[src/rtl/gpio_pkg.sv]
// Shared types and constants for the GPIO serial receive path.
package gpio_pkg;

  localparam int GPIO_DSIZE        = 8;
  localparam int GPIO_CLKS_PER_BIT = 4;

  typedef enum logic [1:0] {
    IDLE,
    START,
    DATA,
    STOP
  } rx_state_t;

endpackage

[src/rtl/gpio_rx_fifo.sv]
// Single-clock first-word-fall-through FIFO; a write is taken when not full
// or when a read in the same cycle frees the slot.
module gpio_rx_fifo #(
  parameter int DSIZE = 8,
  parameter int ASIZE = 4
) (
  input  logic             clk,
  input  logic             rst_n,
  input  logic             wr_en_i,
  input  logic [DSIZE-1:0] wr_data_i,
  input  logic             rd_en_i,
  output logic [DSIZE-1:0] rd_data_o,
  output logic             empty_o,
  output logic             wr_ok_o,
  output logic [ASIZE:0]   level_o
);

  localparam int DEPTH = 2 ** ASIZE;

  logic [ASIZE:0]   wr_ptr_q, wr_ptr_d;
  logic [ASIZE:0]   rd_ptr_q, rd_ptr_d;
  logic [DSIZE-1:0] mem_q [DEPTH];
  logic             full;
  logic             rd_do;
  logic             wr_do;

  assign empty_o   = (wr_ptr_q == rd_ptr_q);
  assign full      = (wr_ptr_q[ASIZE] != rd_ptr_q[ASIZE]) &&
                     (wr_ptr_q[ASIZE-1:0] == rd_ptr_q[ASIZE-1:0]);
  assign rd_do     = rd_en_i && !empty_o;
  assign wr_ok_o   = !full || rd_do;
  assign wr_do     = wr_en_i && wr_ok_o;
  assign rd_data_o = mem_q[rd_ptr_q[ASIZE-1:0]];
  assign level_o   = wr_ptr_q - rd_ptr_q;
  assign wr_ptr_d  = wr_do ? wr_ptr_q + 1'b1 : wr_ptr_q;
  assign rd_ptr_d  = rd_do ? rd_ptr_q + 1'b1 : rd_ptr_q;

  always_ff @(posedge clk or negedge rst_n) begin
    if (!rst_n) begin
      wr_ptr_q <= '0;
      rd_ptr_q <= '0;
    end else begin
      wr_ptr_q <= wr_ptr_d;
      rd_ptr_q <= rd_ptr_d;
    end
  end

  // Storage carries no reset; occupancy is tracked by the pointers alone.
  always_ff @(posedge clk) begin
    if (wr_do) mem_q[wr_ptr_q[ASIZE-1:0]] <= wr_data_i;
  end

endmodule

[src/rtl/gpio_serial_rx.sv]
// GPIO serial receiver: synchronizer, start/8-data/stop frame recovery
// (MSB first), receive FIFO, per-byte interrupt and sticky error flags.
module gpio_serial_rx
  import gpio_pkg::*;
#(
  parameter int DSIZE        = GPIO_DSIZE,
  parameter int ASIZE        = 4,
  parameter int CLKS_PER_BIT = GPIO_CLKS_PER_BIT
) (
  input  logic             clk,
  input  logic             rst_n,
  input  logic             enable,
  input  logic             gpio_in,
  output logic [DSIZE-1:0] rdata,
  output logic             rvalid,
  input  logic             rready,
  output logic [ASIZE:0]   level,
  output logic [DSIZE-1:0] pin_status,
  output logic             interrupt,
  output logic             frame_err,
  output logic             overrun,
  input  logic             clr_err
);

  localparam int CW = $clog2(CLKS_PER_BIT) + 1;
  localparam int BW = $clog2(DSIZE);
  localparam logic [CW-1:0] CNT_HALF = CW'(CLKS_PER_BIT / 2 - 1);
  localparam logic [CW-1:0] CNT_FULL = CW'(CLKS_PER_BIT - 1);
  localparam logic [BW-1:0] BIT_LAST = BW'(DSIZE - 1);

  rx_state_t        state_q, state_d;
  logic [CW-1:0]    cnt_q, cnt_d;
  logic [BW-1:0]    bit_q, bit_d;
  logic [DSIZE-1:0] shift_q, shift_d;
  logic             armed_q, armed_d;
  logic             sync1_q, s_in_q;
  logic [DSIZE-1:0] pin_q, pin_d;
  logic             int_q, fe_q, fe_d, ov_q, ov_d;
  logic             stop_good, stop_bad;
  logic             fifo_empty, wr_ok;

  gpio_rx_fifo #(.DSIZE(DSIZE), .ASIZE(ASIZE)) u_fifo (
    .clk       (clk),
    .rst_n     (rst_n),
    .wr_en_i   (stop_good),
    .wr_data_i (shift_q),
    .rd_en_i   (rready),
    .rd_data_o (rdata),
    .empty_o   (fifo_empty),
    .wr_ok_o   (wr_ok),
    .level_o   (level)
  );

  always_comb begin
    state_d   = state_q;
    cnt_d     = cnt_q + 1'b1;
    bit_d     = bit_q;
    shift_d   = shift_q;
    armed_d   = armed_q;
    stop_good = 1'b0;
    stop_bad  = 1'b0;
    // Re-arm only after the line has been seen idle, so a stuck-low pin cannot retrigger.
    if (state_q == IDLE && s_in_q) armed_d = 1'b1;
    if (!enable) begin
      state_d = IDLE;
      cnt_d   = '0;
      bit_d   = '0;
      shift_d = '0;
    end else begin
      unique case (state_q)
        IDLE: begin
          cnt_d = '0;
          if (armed_q && !s_in_q) begin
            state_d = START;
            armed_d = 1'b0;
          end
        end
        START: begin
          if (cnt_q == CNT_HALF) begin
            cnt_d   = '0;
            bit_d   = '0;
            state_d = s_in_q ? IDLE : DATA;
          end
        end
        DATA: begin
          if (cnt_q == CNT_FULL) begin
            cnt_d   = '0;
            shift_d = {shift_q[DSIZE-2:0], s_in_q};
            if (bit_q == BIT_LAST) state_d = STOP;
            else                   bit_d   = bit_q + 1'b1;
          end
        end
        STOP: begin
          if (cnt_q == CNT_FULL) begin
            cnt_d     = '0;
            state_d   = IDLE;
            stop_good = s_in_q;
            stop_bad  = !s_in_q;
          end
        end
        default: state_d = IDLE;
      endcase
    end
  end

  // Set events take priority over a simultaneous clear.
  always_comb begin
    pin_d = stop_good ? shift_q : pin_q;
    fe_d  = (fe_q && !clr_err) || stop_bad;
    ov_d  = (ov_q && !clr_err) || (stop_good && !wr_ok);
  end

  always_ff @(posedge clk or negedge rst_n) begin
    if (!rst_n) begin
      sync1_q <= 1'b1;
      s_in_q  <= 1'b1;
      state_q <= IDLE;
      cnt_q   <= '0;
      bit_q   <= '0;
      shift_q <= '0;
      armed_q <= 1'b0;
      pin_q   <= '0;
      int_q   <= 1'b0;
      fe_q    <= 1'b0;
      ov_q    <= 1'b0;
    end else begin
      sync1_q <= gpio_in;
      s_in_q  <= sync1_q;
      state_q <= state_d;
      cnt_q   <= cnt_d;
      bit_q   <= bit_d;
      shift_q <= shift_d;
      armed_q <= armed_d;
      pin_q   <= pin_d;
      int_q   <= stop_good && wr_ok;
      fe_q    <= fe_d;
      ov_q    <= ov_d;
    end
  end

  assign rvalid     = !fifo_empty;
  assign pin_status = pin_q;
  assign interrupt  = int_q;
  assign frame_err  = fe_q;
  assign overrun    = ov_q;

endmodule

[config.mk]
export PLATFORM = sky130hd
export DESIGN_NAME = gpio_serial_rx
export DESIGN_NICKNAME = d
export VERILOG_FILES = /design/src/rtl/gpio_pkg.sv /design/src/rtl/gpio_rx_fifo.sv /design/src/rtl/gpio_serial_rx.sv
export SDC_FILE = /design/constraint.sdc
export NUM_CORES = 1
export LEC_CHECK = 0
export ABC_AREA = 1
export ABC_CLOCK_PERIOD_IN_PS = 4250
export BUFFER_PORTS_ARGS = -buffer_cell sky130_fd_sc_hd__buf_2
export CORE_UTILIZATION = 66
export DETAILED_ROUTE_END_ITERATION = 7
export PLACE_DENSITY_LB_ADDON = 0.2
export SYNTH_ARGS = -nofsm -noshare
export SYNTH_HDL_FRONTEND = slang
export SYNTH_SLANG_ARGS = --single-unit
[constraint.sdc]
create_clock -name clk -period 4.25 [get_ports clk]
set_clock_uncertainty 0.05 [all_clocks]
set_input_delay 0 -clock clk [delete_from_list [all_inputs] [get_ports clk]]
set_output_delay 0 -clock clk [all_outputs]
set_load 0.02 [all_outputs]
==> results of run 1 <==
## through the flow
step,area [sq um],total power (W),hold WS (ns),std cells
floorplan,7740,0.00295,-0.346,808
global placement,7950,0.00331,0.0566,956
detailed placement,7950,0.00335,0.0605,956
CTS,8560,0.00481,0.157,994
global route,8560,0.00506,0.172,994
finish,8560,0.00483,0.171,994
## registers in the layout, summed over array words and instances (netlist names), named ones only
name and count:
sync1_q 1, shift_q 8, bit_q 3, state_q 2, s_in_q 1, u_fifo.wr_ptr_q 5, u_fifo.rd_ptr_q 5, u_fifo.mem_q 128
overrun 1, interrupt 1, pin_status 8, frame_err 1, cnt_q 3
## power by group
group	internal, W	switching (W)	leakage (nW)
Sequential	0.00179	0.0000462	1.66
Combinational	0.000462	0.00109	2.11
Clock	0.000861	0.000593	0.263
Total	0.00311	0.00172	4.04
## metal layers
metal / share of wire [%] / track usage (%) / wire, microns
met5: 0 / 0 / 0
met4: 3.4 / 13.6 / 597
met1: 40 / 41.0 / 7150
met3: 8.8 / 7.70 / 1570
met2: 47 / 50.7 / 8410
## kinds of logic (layout without fill, tap and decap cells)
logic type | after synthesis | count (layout) | synth area share, %
adder cells (fa/ha/maj) | 16 | 16 | 2.68
flip-flops | 168 | 168 | 62.6
AND/OR/NAND/NOR | 416 | 416 | 22.4
AO/OA/AOI/OAI | 32 | 32 | 2.47
buffers and inverters | 166 | 209 | 8.62
XOR/XNOR | 10 | 10 | 1.13
## area by class of cell
type	count	area, sq um	share of cell area, %
Timing Repair Buffer	41	248	2.89
Clock inverter	9	103	1.20
Clock buffer	23	448	5.23
Inverter	136	510	5.96
Tap cell	143	179	2.09
Multi-Input combinational cell	474	2220	26.0
Sequential cell	168	4850	56.6
## worst max path at each step
stage	startpoint	endpoint	slack, ns	depth (start not counted)
after global routing	u_fifo.rd_ptr_q[2]	u_fifo.mem_q[11][1]	0.91	7
after global placement	u_fifo.rd_ptr_q[2]	u_fifo.mem_q[3][5]	1.45	7
after CTS	u_fifo.rd_ptr_q[0]	rdata[5]	1.22	11
after detailed placement	u_fifo.rd_ptr_q[2]	u_fifo.mem_q[12][7]	1.31	7
final	u_fifo.rd_ptr_q[2]	u_fifo.mem_q[11][0]	1.14	7
after floorplan	u_fifo.rd_ptr_q[1]	u_fifo.mem_q[0][0]	1.83	9
## what timing repair did
action                                  4_1_cts  5_1_grt
endpoints found under the hold margin        55        0
hold buffers                                  6        0
endpoints found under the setup margin        0        0
## layout by cell type, fill, tap and decap left out, types with 2 or more instances in the layout
cell type      count
xnor2_1            3
clkinvlp_4         2
nand2_1          289
ha_1              15
dfrtp_1           37
xor2_1             7
buf_4              5
bufinv_16          2
edfxtp_1         128
buf_2             30
clkinv_2           3
nand2_4            2
inv_1            132
o211ai_1           8
clkbuf_16         17
nand3_1           86
o21ai_0           12
clkbuf_1           6
clkinv_1           4
nor2_1            24
a21oi_1            8
dfstp_2            2
nor2_2             9
dlygate4sd3_1      6
==> results.md, run 1 <==
* Main synth FF type: edfxtp_1
* Hold Fails Final Rpt at 0
* Critical path arrival at between 3 and 4 ns
* Largest net degree at the start of global routing at 76
* Worst R2R End: u_fifo.mem_q[11][0]
* Most instantiated cells after synthesis: 289 x nand2_1, 132 x inv_1, 128 x edfxtp_1
* Via count at 5,622
* Final setup TNS at 0 ns
* Slew HR at between 30% and 40%
* TritonCTS Buffers at 17
* FF-to-FF Start: u_fifo.rd_ptr_q[2]
* Critical path's largest stage delay at 0.62 ns
* Hold Path End: sync1_q
* Post-synthesis sequential area ratio at between 60% and 70%
* Post-Syn Area at 7740 sq um
* Static leakage at a little over 4 nW
* Layout cells sized above 1 at 9.28%
* Crit path time final at 3.11 ns
* Die X at between 100 and 150 microns
* Port Buffers at 30
* Worst hold start: gpio_in
* Count leader, synth: nand2_1
* Vias per cell at between 5 and 6
* Worst-Skew Late Latency at 0.43 ns
* Final #Nets at 860
* Worst hold stages at 2
* Total track usage at 31.5%
* R2R setup slack at 1.14 ns
* Starting DRT DRC Count at between 400 and 500
* Slowest library cell on the worst path: dfrtp_1
* Root Buffer: clkbuf_16
* Yosys top cell area share at between 40% and 50%
* Global-route wire length before repair at 27.5 mm
* # DRC at 0
* Post-synthesis cell count at 808
* Synthesized Nets at 830
* Starting density of the core at 67.8%
* Ports at 31
* Critical path peak fanout at 14
* Die Y-Extent at 110 microns
* Post-CTS setup buffer count at 0
* Worst EP required at 4.26 ns
* Worst path most repeated cell: nor2_1
* Slew @ Worst Pin at 1.01 ns
* Routed Wire Length at 17.7 mm
* Final core occ at between 70% and 80%
* Die area at 12,200 sq um
* Cell taking the most area after synthesis: edfxtp_1
* Yosys warnings at 0
* MaxCap Viol Count at 0
* Clock-pin slew on the worst setup and hold paths at 0.06 ns
* Drt wl/cell at 17.8 microns
* FF-to-FF path depth at 7
* Tcrit/Tclk final at 73.1%
* Drt pass-1 iters at 6
* Kind of critical path: register to register
* Total grt overflow at 0
* Mean Syn Cell Area at 9.58 sq um
* Vias in the first global route at about 5,500
* Post-route ant nets at 0
* # setup viols final at 0
* Maximum vdd drop at just over 500 uV
* Status: finished, final reports clean
* Post-synth EDFFs at between 100 and 150
* Crit path buffers/inverters at 1
* Async set-reset flop share out of synthesis at 23.8%
* Post-cts sizing count at 0
* Clk sink count at 168
* PD cells at between 500 and 600 nW/um^2
* HPWL after detailed placement at 11.3 mm
* # fillers at 791
* Crit start category: register
* Worst min path class: input pin to register
* Place WS at 1.31 ns
* CP delay by family, top: simple AND/OR/NAND/NOR gates
* Core Region at 11,400 sq um
* Worst setup EP type: register
* Initial antenna violation count at 0
* Area grow syn2layout at 10.6%
* CTS tree: done
* Top post-synthesis cells by area: edfxtp_1 50%, nand2_1 14%, dfrtp_1 12%
* CTS max path bufs at 2
* RSZ-0062 raised after global routing: no
* H-tree depth at 4
* Slew Limit Fails at 0
* Yosys reg bits at 168
* Library cells used by synthesis at 33
* N_diodes at 0
* Final setup margin at 1.14 ns
* Critical path cell sequence: clkinv_1 -> ha_1 -> nand2_1 -> nor2_1 -> nand3_2 -> nand3_1 -> nor2_1
* Routability cong. at 0.934
* Fmax at between 0.3 and 0.4 GHz
* # rows at 39
Power figures use the tool's default switching activity.
==> inputs of run 2 (changes only) <==
--- a/config.mk
+++ b/config.mk
@@ -5,10 +5,10 @@
 export SDC_FILE = /design/constraint.sdc
 export NUM_CORES = 1
 export LEC_CHECK = 0
-export ABC_AREA = 1
-export ABC_CLOCK_PERIOD_IN_PS = 4250
+export ABC_AREA = 0
+export ABC_CLOCK_PERIOD_IN_PS = 2770
 export BUFFER_PORTS_ARGS = -buffer_cell sky130_fd_sc_hd__buf_2
-export CORE_UTILIZATION = 66
+export CORE_UTILIZATION = 55
 export DETAILED_ROUTE_END_ITERATION = 7
 export PLACE_DENSITY_LB_ADDON = 0.2
 export SYNTH_ARGS = -nofsm -noshare
==> constraint.sdc (replaced) <==
create_clock -name clk -period 2.77 [get_ports clk]
set_clock_uncertainty 0.05 [all_clocks]
set_input_delay 0 -clock clk [delete_from_list [all_inputs] [get_ports clk]]
set_output_delay 0 -clock clk [all_outputs]
set_load 0.02 [all_outputs]
==> results.md, run 2 <==
* Status: finished, final reports clean
* Post-synth EDFFs at 128
* Worst EP required at ~2.7 ns
* Multi-input logic area at 2070 sq um
* Most instantiated cells after synthesis: 128 x edfxtp_1, 38 x dfrtp_1, 27 x mux2i_1
* Die area at 13,300 sq um
* Crit path buffers/inverters at 2
* Static leakage at 3.02 nW
* Critical path peak fanout at 28
* Post-synthesis mux area share at 12.9%
* Main combinational cell family by area after synthesis: multiplexers
* Largest net degree at the start of global routing at 44
* Routability cong. at 0.877
* Slowest library cell on the worst path: nor2b_1
* Worst R2R End: u_fifo.mem_q[11][7]
* Post-synthesis cell count at 417
* CTS tree: done
* Slew HR at 41.0%
* Post-route ant nets at 0
* Drt wl/cell at ~22 microns
* Critical path's largest stage delay at 0.52 ns
* Core Region at 12,300 sq um
* Global-route wire length before repair at roughly 23 mm
* # fillers at 859
* Critical path cell sequence: buf_6 -> nor2b_1 -> a22oi_1 -> a32oi_1 -> o21ai_0 -> buf_2
* MaxCap Viol Count at 0
* Slew @ Worst Pin at just under 0.9 ns
* Ports at 31
* # rows at 40
* Crit. Startpoint: u_fifo.rd_ptr_q[0]
* Most frequent cells in the layout: 128 x edfxtp_1, 36 x dfrtp_1, 30 x buf_2
* Synth Area in Adders at 2.95%
* N_diodes at 0
* Yosys top cell area share at a little over half
* Final setup TNS at 0 ns
* Fin Hold WS at 0.193 ns
* Worst path depth at 6
* Die X at 115 microns
* Routed Wire Length at about 14 mm
* Yosys reg bits at 168
* Post-Synth XOR/XNOR Area at 1.49%
* Starting DRT DRC Count at between 400 and 500
* Slew Limit Fails at 0
* Synthesized Nets at 439
* Clock-pin slew on the worst setup and hold paths at roughly 0.060 ns
* Total grt overflow at 0
* Top post-synthesis cells by area: edfxtp_1 55%, dfrtp_1 13%, mux4_2 7.7%
* Tot Pwr at around 0.007 W
* Via count at 3,789
* Kind of critical path: register to output pin
* PD cells at 879 nW/um^2
* Vias in the first global route at 3,955
* Worst-Skew Late Latency at approximately 0.42 ns
* Total track usage at 24.8%
* Setup crit end: rdata[3]
* CP delay by family, top: compound AO/OA/AOI/OAI gates
* Area grow syn2layout at 14.2%
* Maximum vdd drop at between 400 and 500 uV
* Count leader, synth: edfxtp_1
* Simple-Gate Fraction of Synth Area at 7.12%
* Placed cell count at 607
* # DRC at 0
* HPWL after detailed placement at 9.45 mm
* # setup viols final at 0
* Clk sink count at between 150 and 200
* Layout cells sized above 1 at 23.9%
* Synth Area in Compound Gates at 4.72%
* Worst min path class: input pin to asynchronous set/reset pin
* TritonCTS Buffers at 17
* Drt pass-1 iters at 4
* Mean Syn Cell Area at 16.9 sq um
* Post-Syn Area at 7040 sq um
* Cell taking the most area after synthesis: edfxtp_1
* Yosys warnings at 0
* Die Y-Extent at 115 microns
* FF-to-FF Start: u_fifo.rd_ptr_q[2]
* H-tree depth at 4
* Root Buffer: clkbuf_16
* Initial antenna violation count at 0
* Starting density of the core at 57.4%
* Seq. cell area at 4850 sq um
* RSZ-0062 raised after global routing: no
* Port Buffers at 30
* Async set-reset flop share out of synthesis at roughly a quarter
* Tcrit/Tclk final at between 90% and 100%
* Vias per cell at 5.87
* Main synth FF type: edfxtp_1
* Worst setup EP type: output pin
* Library cells used by synthesis at between 50 and 60
* FF-to-FF path depth at 6
* Critical path arrival at 2.52 ns
* Final core occ at 65.6%
* Crit path time final at ~2.6 ns
* Hold Fails Final Rpt at 0
* Layout Cells excl Fill at 645
* CTS max path bufs at 2
* Post-synthesis sequential area ratio at between 60% and 70%
* Most common cell after layout, fill and taps aside: edfxtp_1
* Fmax at 0.389 GHz
* Final #Nets at 486
* Number of flip-flops in the largest register at 128
* R2R setup slack at 0.25 ns
* Crit start category: register
[run 2: stage by stage]
stage | worst slack [ns] | instance area [sq um]
after CTS | 0.0951 | 8030
after global routing | 0.00314 | 8050
after global placement | 0.272 | 7390
after floorplan | 0.270 | 7040
after detailed placement | 0.191 | 7390
final | 0.198 | 8050
[run 2: cell type report]
class / instances / area share [%]
clock buffers: 23 / 5.69
flip-flops and latches: 168 / 60.3
repair buffers: 45 / 3.50
multi-input cells: 218 / 25.7
well taps: 168 / 2.61
clock inverters: 9 / 1.54
inverters: 14 / 0.653
[run 2: cells by family after synthesis]
| logic type | Yosys count |
|---|---|
| fa+ha+maj | 16 |
| mux | 60 |
| compound gates | 50 |
| xor+xnor | 12 |
| simple gates | 80 |
| flops | 168 |
| buf+inv | 31 |
[run 2: how the worst min path moves through the flow]
stage                  from                          to  slack [ns]  cells after the start
finish                rst_n                    cnt_q[0]        0.19                      2
global route        gpio_in                     sync1_q        0.19                      2
CTS                 gpio_in                     sync1_q        0.17                      2
detailed placement  gpio_in                     sync1_q        0.06                      1
global placement    gpio_in                     sync1_q        0.06                      1
floorplan             rst_n  asynchronous set/reset pin       -0.35                      0
[run 2: power by group]
part / total, W / switching [W] / internal, W
clock: 0.00233 / 0.000892 / 0.00143
sequential: 0.00278 / 0.0000485 / 0.00273
combinational: 0.00196 / 0.00116 / 0.000809
total: 0.00707 / 0.00210 / 0.00497
[run 2: timing repair]
action | 4_1_cts | 5_1_grt
hold buffers | 6 | 0
hold endpoints to repair | 44 | 0
gates resized for setup | 0 | 6
endpoints found under the setup margin | 0 | 68
setup buffers | 0 | 0
[run 2: layer usage]
metal  global-route usage, %  part of all wire (%)  vias up
li1                        -                     -     1706
met1                    33.2                    41     1936
met2                    40.3                    51      132
met3                    5.59                   6.9       15
met4                    8.83                   1.3        0
met5                       0                     0        -
[run 2: worst reg2reg max path, delay by kind of cell (launching register included)]
kind          cells  cell delay, ns
flops             1            0.42
buf+inv           1            0.16
simple gates      4            1.18
fa+ha+maj         1            0.40
==> inputs of run 3 (changes only) <==
--- a/config.mk
+++ b/config.mk
@@ -8,9 +8,12 @@
 export ABC_AREA = 0
 export ABC_CLOCK_PERIOD_IN_PS = 2770
 export BUFFER_PORTS_ARGS = -buffer_cell sky130_fd_sc_hd__buf_2
-export CORE_UTILIZATION = 55
+export CELL_PAD_IN_SITES_DETAIL_PLACEMENT = 2
+export CELL_PAD_IN_SITES_GLOBAL_PLACEMENT = 2
+export CORE_UTILIZATION = 42
 export DETAILED_ROUTE_END_ITERATION = 7
 export PLACE_DENSITY_LB_ADDON = 0.2
+export SKIP_CTS_REPAIR_TIMING = 1
 export SYNTH_ARGS = -nofsm -noshare
 export SYNTH_HDL_FRONTEND = slang
 export SYNTH_SLANG_ARGS = --single-unit
==> results.md, run 3 (synthesis gave the netlist of run 2 again) <==
* N_diodes at 0
* Crit path time final at 2.59 ns
* Slew HR at about 36%
* Fin Hold WS at 0.0151 ns
* Post-route ant nets at 0
* Slew Limit Fails at 0
* R2R setup slack at about 0.18 ns
* Fmax at between 0.3 and 0.4 GHz
* # fillers at between 1,500 and 2,000
* Design Area, Final at 8120 sq um
* Die X at approximately 130 microns
* Final core occ at 50.4%
* Worst hold start: rready
* Die Y-Extent at 132 microns
* Starting DRT DRC Count at 241
* Critical path arrival at 2.68 ns
* Worst R2R End: u_fifo.mem_q[2][4]
* Area after DPL at about 7500 sq um
* Worst min path class: input pin to register
* # setup viols final at 0
* Multi-input logic area at 2070 sq um
* Kind of critical path: register to register
* Worst setup EP type: register
* Core Region at 16,100 sq um
* Die area at around 17,000 sq um
* Via count at a little under 4,000
* Hold Path End: interrupt
* Maximum vdd drop at roughly 650 uV
* Worst-Skew Late Latency at between 0.4 and 0.5 ns
* Initial antenna violation count at 0
* # rows at 46
* Total track usage at a little under a quarter
* Vias in the first global route at 4,409
* Clk sink count at 168
* TritonCTS Buffers at 17
* PD cells at 878 nW/um^2
* Starting density of the core at a little over two fifths
* Crit start category: register
* Seq. cell area at 4850 sq um
* Final setup TNS at 0 ns
* Static leakage at approximately 3 nW
* Pint at 0.00487 W
* NetSw at 0.00225 W
* Routability cong. at approximately 0.84
* Port Buffers at 30
* H-tree depth at 4
* MaxCap Viol Count at 0
* Total grt overflow at 0
* Worst hold stages at 3
* HPWL after detailed placement at 12.2 mm
* Vias per cell at 5.65
* Clock Power Share at 32.0%
* Sw Share at around a third
* # DRC at 0
* Slew @ Worst Pin at 0.964 ns
* Ports at 31
* Most frequent cells in the layout: 128 x edfxtp_1, 36 x dfrtp_1, 30 x buf_2
* Flop pwr share at approximately 40%
* Combinational cell fraction of total power at between 20 and 30%
* Routed Wire Length at 18.3 mm
* CTS max path bufs at 2
* Worst EP required at 2.86 ns
* Largest net degree at the start of global routing at 44
* Most common cell after layout, fill and taps aside: edfxtp_1
* Clock-pin slew on the worst setup and hold paths at 0.06 ns
* Area grow syn2layout at 15.2%
* Drt wl/cell at roughly 26 microns
* Hold Fails Final Rpt at 0
* Layout cells sized above 1 at between 20% and 30%
* Root Buffer: clkbuf_16
* FF-to-FF Start: u_fifo.rd_ptr_q[2]
* FF-to-FF path depth at 7
* CTS tree: done
* RSZ-0062 raised after global routing: no
* Tcrit/Tclk final at 93.5%
* Status: finished, final reports clean
* Critical path peak fanout at 9
* Final #Nets at 490
* Drt pass-1 iters at 4
* Number of flip-flops in the largest register at about 130
* Global-route wire length before repair at between 20 and 30 mm
## run 3: worst max-delay path by stage
stage	cells after the start	from	slack, ns	endpoint
2_1_floorplan	8	u_fifo.rd_ptr_q[1]	0.27	u_fifo.mem_q[11][0]
3_3_place_gp	7	u_fifo.rd_ptr_q[2]	0.30	u_fifo.mem_q[1][1]
3_5_place_dp	6	u_fifo.rd_ptr_q[2]	0.16	u_fifo.mem_q[9][4]
4_1_cts	6	u_fifo.rd_ptr_q[0]	-0.15	rdata[5]
5_1_grt	6	u_fifo.rd_ptr_q[0]	0.009	rdata[5]
6_report	7	u_fifo.rd_ptr_q[2]	0.18	u_fifo.mem_q[2][4]
## run 3: power by group through the flow
| stage | sequential (W) | combinational [W] | clock [W] |
|---|---|---|---|
| after floorplan | 0.00282 | 0.00142 | 0 |
| after global placement | 0.00282 | 0.00195 | 0 |
| after detailed placement | 0.00283 | 0.00205 | 0 |
| after CTS | 0.00278 | 0.00206 | 0.00233 |
| after global routing | 0.00279 | 0.00221 | 0.00240 |
| final | 0.00278 | 0.00206 | 0.00228 |
## run 3: final cells by class
cell class | instances | area share, %
Sequential cell | 168 | 59.8
Multi-Input combinational cell | 218 | 25.5
Clock buffer | 17 | 5.24
Timing Repair Buffer | 49 | 3.90
Tap cell | 216 | 3.33
Clock inverter | 15 | 1.68
Inverter | 14 | 0.647
## run 3: stage by stage
step / instances / power, W / worst slack, ns
floorplan: 417 / 0.00424 / 0.270
global placement: 659 / 0.00478 / 0.304
detailed placement: 659 / 0.00487 / 0.164
CTS: 691 / 0.00717 / -0.153
global route: 697 / 0.00740 / 0.00859
finish: 697 / 0.00712 / 0.181
## run 3: routing by layer
layer,vias to the layer above,share of wire (%),GRT usage [%]
met3,23,3.6,4.55
met5,-,0,0
met4,0,1.9,9.11
met1,2104,41,28.1
met2,94,53,40.0
li1,1718,-,-
## run 3: critical path, stage by stage, from the launching register on
cell and delay, ns:
dfrtp_1 0.44, inv_2 0.14, ha_2 0.40, nand4_1 0.19, nor3_4 0.50, nor4_1 0.11
buf_4 0.17, and2_1 0.28
